$ cat src/rtl/rr_arb_mux.sv
// -----------------------------------------------------------------------------
// rr_arb_mux
//
// Round-robin arbitrated N:1 multiplexer with a registered output stage.
// Each input channel uses a valid/ready handshake; one requesting channel is
// granted per cycle and its data is captured into a single output register,
// which is itself drained through a valid/ready handshake.
//
// Parameters:
//   WIDTH  data width per channel (>= 1)
//   N      number of input channels (>= 2, any value)
//   SELW   channel index width, derived as $clog2(N)
//
// Ports:
//   clk          clock, rising-edge
//   rst_n        asynchronous active-low reset
//   prio_mode_i  1 = fixed priority (lowest index wins), 0 = round-robin
//                (present only when RR_ARB_MUX_STRICT_PRIO_EN is defined)
//   in_valid_i   per-channel request, bit i = channel i
//   in_ready_o   per-channel accept, one-hot or zero
//   in_data_i    channel i data at [i*WIDTH +: WIDTH]
//   out_valid_o  output register holds a valid beat
//   out_ready_i  consumer accepts the beat
//   out_data_o   registered data of the granted channel
//   out_sel_o    registered index of the channel that produced out_data_o
//
// Optional feature macro: RR_ARB_MUX_STRICT_PRIO_EN
// -----------------------------------------------------------------------------
module rr_arb_mux #(
  parameter  int WIDTH = 32,
  parameter  int N     = 4,
  localparam int SELW  = $clog2(N)
) (
  input  logic                 clk,
  input  logic                 rst_n,
`ifdef RR_ARB_MUX_STRICT_PRIO_EN
  input  logic                 prio_mode_i,
`endif
  input  logic [N-1:0]         in_valid_i,
  output logic [N-1:0]         in_ready_o,
  input  logic [N*WIDTH-1:0]   in_data_i,
  output logic                 out_valid_o,
  input  logic                 out_ready_i,
  output logic [WIDTH-1:0]     out_data_o,
  output logic [SELW-1:0]      out_sel_o
);

  // ---------------------------------------------------------------------------
  // State
  // ---------------------------------------------------------------------------
  logic             out_valid_q, out_valid_d;
  logic [WIDTH-1:0] out_data_q,  out_data_d;
  logic [SELW-1:0]  out_sel_q,   out_sel_d;
  logic [SELW-1:0]  last_grant_q, last_grant_d;

  // ---------------------------------------------------------------------------
  // Unpack channel data into an indexable array
  // ---------------------------------------------------------------------------
  logic [WIDTH-1:0] chan_data [N];

  generate
    for (genvar gi = 0; gi < N; gi++) begin : g_chan
      assign chan_data[gi] = in_data_i[gi*WIDTH +: WIDTH];
    end
  endgenerate

  // ---------------------------------------------------------------------------
  // Arbitration
  // ---------------------------------------------------------------------------
  logic             load;
  logic [N-1:0]     grant_vec;
  logic             grant_any;
  logic [SELW-1:0]  grant_idx;
  logic [SELW-1:0]  start_idx;
  logic [SELW:0]    cand;

  // The output stage can accept a new beat when it is empty or being drained.
  assign load = !out_valid_q || out_ready_i;

  always_comb begin
    grant_vec = '0;
    grant_any = 1'b0;
    grant_idx = '0;
    cand      = '0;

    // Search begins one past the last winner; explicit wrap because N need
    // not be a power of two.
    if (last_grant_q == SELW'(N - 1)) begin
      start_idx = '0;
    end else begin
      start_idx = last_grant_q + SELW'(1);
    end

`ifdef RR_ARB_MUX_STRICT_PRIO_EN
    if (prio_mode_i) begin
      start_idx = '0;
    end
`endif

    for (int k = 0; k < N; k++) begin
      cand = {1'b0, start_idx} + (SELW+1)'(k);
      if (cand >= (SELW+1)'(N)) begin
        cand = cand - (SELW+1)'(N);
      end
      if (!grant_any && in_valid_i[cand[SELW-1:0]]) begin
        grant_any                = 1'b1;
        grant_vec[cand[SELW-1:0]] = 1'b1;
        grant_idx                = cand[SELW-1:0];
      end
    end
  end

  // Gated by rst_n so no channel sees an accept while the block is held in
  // reset (the registers are cleared, which would otherwise make load=1).
  assign in_ready_o = (load && rst_n) ? grant_vec : '0;

  // ---------------------------------------------------------------------------
  // Next-state logic
  // ---------------------------------------------------------------------------
  always_comb begin
    out_valid_d  = out_valid_q;
    out_data_d   = out_data_q;
    out_sel_d    = out_sel_q;
    last_grant_d = last_grant_q;

    if (load) begin
      if (grant_any) begin
        // Transfer: a granted channel is by construction valid.
        out_valid_d  = 1'b1;
        out_data_d   = chan_data[grant_idx];
        out_sel_d    = grant_idx;
        last_grant_d = grant_idx;
      end else begin
        // Drain without refill; data/sel keep their last values.
        out_valid_d = 1'b0;
      end
    end
  end

  // ---------------------------------------------------------------------------
  // Registers
  // ---------------------------------------------------------------------------
  always_ff @(posedge clk or negedge rst_n) begin
    if (!rst_n) begin
      out_valid_q  <= 1'b0;
      out_data_q   <= '0;
      out_sel_q    <= '0;
      last_grant_q <= SELW'(N - 1);
    end else begin
      out_valid_q  <= out_valid_d;
      out_data_q   <= out_data_d;
      out_sel_q    <= out_sel_d;
      last_grant_q <= last_grant_d;
    end
  end

  assign out_valid_o = out_valid_q;
  assign out_data_o  = out_data_q;
  assign out_sel_o   = out_sel_q;

endmodule

$ cat config.mk
export PLATFORM = sky130hd
export DESIGN_NAME = rr_arb_mux
export DESIGN_NICKNAME = d
export VERILOG_FILES = /design/src/rtl/rr_arb_mux.sv
export SDC_FILE = /design/constraint.sdc
export NUM_CORES = 1
export LEC_CHECK = 0
export ABC_CLOCK_PERIOD_IN_PS = 6600
export BUFFER_PORTS_ARGS = -buffer_cell sky130_fd_sc_hd__buf_2
export CORE_ASPECT_RATIO = 1.4
export CORE_MARGIN = 2
export CORE_UTILIZATION = 32
export CTS_CLUSTER_DIAMETER = 30
export DETAILED_ROUTE_END_ITERATION = 10
export SYNTH_ARGS = -nofsm -noshare
export SYNTH_HDL_FRONTEND = slang
export SYNTH_SLANG_ARGS = --single-unit
$ cat constraint.sdc
create_clock -name clk -period 6.6 [get_ports clk]
set_clock_uncertainty 0.15 [all_clocks]
set_input_delay 0.33 -clock clk [delete_from_list [all_inputs] [get_ports clk]]
set_output_delay 0.33 -clock clk [all_outputs]
set_load 0.01 [all_outputs]
==> results.md <==
* WHS at 0.202 ns
* Register bit total from synthesis at 37
* Cell taking the most area after synthesis: dfrtp_1
* Commonest cells post-synth: mux2i_1 (69), nor2_1 (43), dfrtp_1 (35)
* Ports at 174
* Overall power at roughly 2.3 mW
* Lkg Pwr at 1.98 nW
* Final core area utilization at 0.441
* R2r startpoint: last_grant_q[0]$_DFFE_PN1P_
* Number of routed nets with antenna violations at 0
* Gr usage total at 0.160
* Max-cap viol count at 0
* H-tree depth at 2
* Total Wirelength at 8.30 mm
* Die width at 84.5 um
* Final Hold Fails at 0
* Detailed Routing Iterations Pass 1 at 5
* Worst setup path startpoint: last_grant_q[0]$_DFFE_PN1P_
* Unique cell type count in the Yosys netlist at 37
* Post-route clock period utilization at 0.600
* Vias/cell at 5.09
* CTS tree: done
* Via count at approximately 2700
* Worst skew pair latency at 0.27 ns
* Slew Limit Fails at 0
* Synth-to-layout area growth at 35.5%
* DRC violations left at 0
* Hold crit path type: in2reg
* Post-CTS Setup Bufs at 0
* Buffers added on ports at 173
* Top_reg_cell synth: dfrtp_1
* Asr flop ratio synth at 1.00
* Seq/Total Area, Yosys at 0.320
* Area of the multi-input gates at 1810 sq um
* Worst relative slew slack at 0.333
* Fillers at 912
* Status: finished, final reports clean
* DRT iter0 DRCs at 114
* Setup TNS Final at 0 ns
* Max clock buf depth at 2
* Power density cells at 573 nW/um^2
* Synthesis Warnings at 0
* Pre-CTS setup slack at 2.59 ns
* Initial antenna violation count at 0
* Cell with the most instances after synthesis: mux2i_1
* Crit path kind: reg2reg
* CTS buffer count at 5
* Largest cells by area after synthesis: dfrtp_1 (30%), mux2i_1 (24%), a221oi_2 (16%)
* Crit path setup slack, layout at 2.64 ns
* Post-Layout Cell Count at 530
* EDFF count, synth at 0
* CP required at ~6.6 ns
* Die Y at 117 um
* Min cycle time layout at 3.96 ns
* WL/cell at 15.7 um
* Reg clk slew, reported paths at 0.06 ns
* RSZ-0062 raised after global routing: false
* RD Place Congestion at 0.876
* Cells after Synth at around 260
* Syn avg cell area at 11.3 sq um
* CP Capture Type: flip-flop
* Number of setup violations in the final report at 0
* Total grt overflow at 0
* Largest net degree at the start of global routing at 39
* Critical path arrival at 3.91 ns
* NumNets Final at approximately 560
* Worst setup path end: out_data_o[23]$_DFFE_PN0P_
* Starting Density at 0.325
* Core area at 8930 sq um
* R2r endpoint: out_data_o[23]$_DFFE_PN0P_
* Clk sink count at 37
* Area after DPL at 3790 sq um
* Die area at 9860 sq um
* Post-route cell area at 3940 sq um
* Vias in the first global route at roughly 2600
* Reg2reg setup slack at 2.64 ns
* VDD IR-drop max at 603 uV
* Crit path launch type: flip-flop
* Cell row count at about 40
* Antenna Diode Count at 0
* Fmax at 253 MHz
* CTS resizes at 0
* Post-Synthesis Net Count at 399
* Layout cells sized above 1 at 0.541
* First-pass GRT wire length at 12.6 mm
* Critical-path maximum fanout at 23
* Reg2Reg Depth at 9
* Sequential cell area at between 900 and 1000 sq um
* Root Driver: clkbuf_16
* Cell count after placement at 521
* Detailed placement HPWL at 6.42 mm
* Post-synth top area share at 0.302
* Worst slew pin tran at 1.00 ns
* Netlist Area Pre-Place at 2900 sq um
-- layout by cell type, fill, tap and decap left out, types with 2 or more instances in the layout --
master / synthesis / layout
buf_2: 5 / 173
mux2i_1: 69 / 69
nor2_1: 43 / 42
dfrtp_1: 35 / 35
a221oi_2: 31 / 31
a21oi_1: 7 / 7
ha_1: 7 / 7
nand2_1: 6 / 6
clkbuf_16: 0 / 5
a222oi_1: 4 / 4
buf_4: 5 / 4
inv_1: 3 / 3
mux2_4: 3 / 3
mux4_2: 2 / 2
nand4b_1: 2 / 2
nand2b_1: 2 / 2
nor2b_1: 2 / 2
o221ai_1: 2 / 2
clkinv_2: 0 / 2
dfstp_2: 2 / 2
-- layer usage --
| layer | track usage | wire [um] |
|---|---|---|
| met5 | 0 | 0 |
| met4 | 0.0698 | 205 |
| met3 | 0.0205 | 360 |
| met2 | 0.289 | 4490 |
| met1 | 0.191 | 3250 |
-- worst max-delay path, stage by stage (launching register included) --
cell and delay, ns:
dfstp_2 0.73, inv_1 0.20, ha_1 0.30, or2_1 0.34
mux2_4 0.35, nor3_2 0.32, o21ai_1 0.19, nor3_4 0.56
buf_4 0.50, a221oi_1 0.13
-- sequential cells by signal (all words and copies together) (netlist names) --
name / cells
out_sel_o: 2
out_data_o: 32
out_valid_o: 1
last_grant_q: 2
-- how the worst min path moves through the flow --
stage | startpoint | to | slack (ns) | cells after the start
after CTS | out_ready_i | out_valid_o$_DFFE_PN0N_ | 0.20 | 3
final | out_ready_i | out_valid_o$_DFFE_PN0N_ | 0.20 | 3
after global routing | out_ready_i | out_valid_o$_DFFE_PN0N_ | 0.21 | 3
after detailed placement | rst_n | out_data_o[25]$_DFFE_PN0P_ | 0.27 | 2
after floorplan | rst_n | out_data_o[0]$_DFFE_PN0P_ | -0.12 | 0
after global placement | rst_n | out_data_o[5]$_DFFE_PN0P_ | 0.26 | 2
-- cells by family after synthesis --
family                   Yosys count  synth area share
multiplexers                      74             0.269
AND/OR/NAND/NOR                   64             0.104
AO/OA/AOI/OAI                     51             0.216
flip-flops                        37             0.320
buffers and inverters             24            0.0607
adder cells (fa/ha/maj)            7            0.0302
-- layout make-up --
class | instances | area share
Clock buffer | 6 | 0.0327
Multi-Input combinational cell | 196 | 0.461
Inverter | 4 | 0.00381
Tap cell | 107 | 0.0340
Sequential cell | 37 | 0.236
Clock inverter | 2 | 0.00254
Timing Repair Buffer | 178 | 0.230
-- where the power goes --
part	internal (mW)	total, mW	switching [mW]
clock network	0.138	0.225	0.0861
registers	0.354	0.434	0.0792
logic	0.723	1.60	0.875
total	1.22	2.26	1.04
-- timing repair --
| item | 4_1_cts | 5_1_grt |
|---|---|---|
| endpoints found under the hold margin | 35 | 0 |
| hold buffers | 1 | 0 |
| setup endpoints to repair | 0 | 0 |
(Power assumes the default switching activity.)
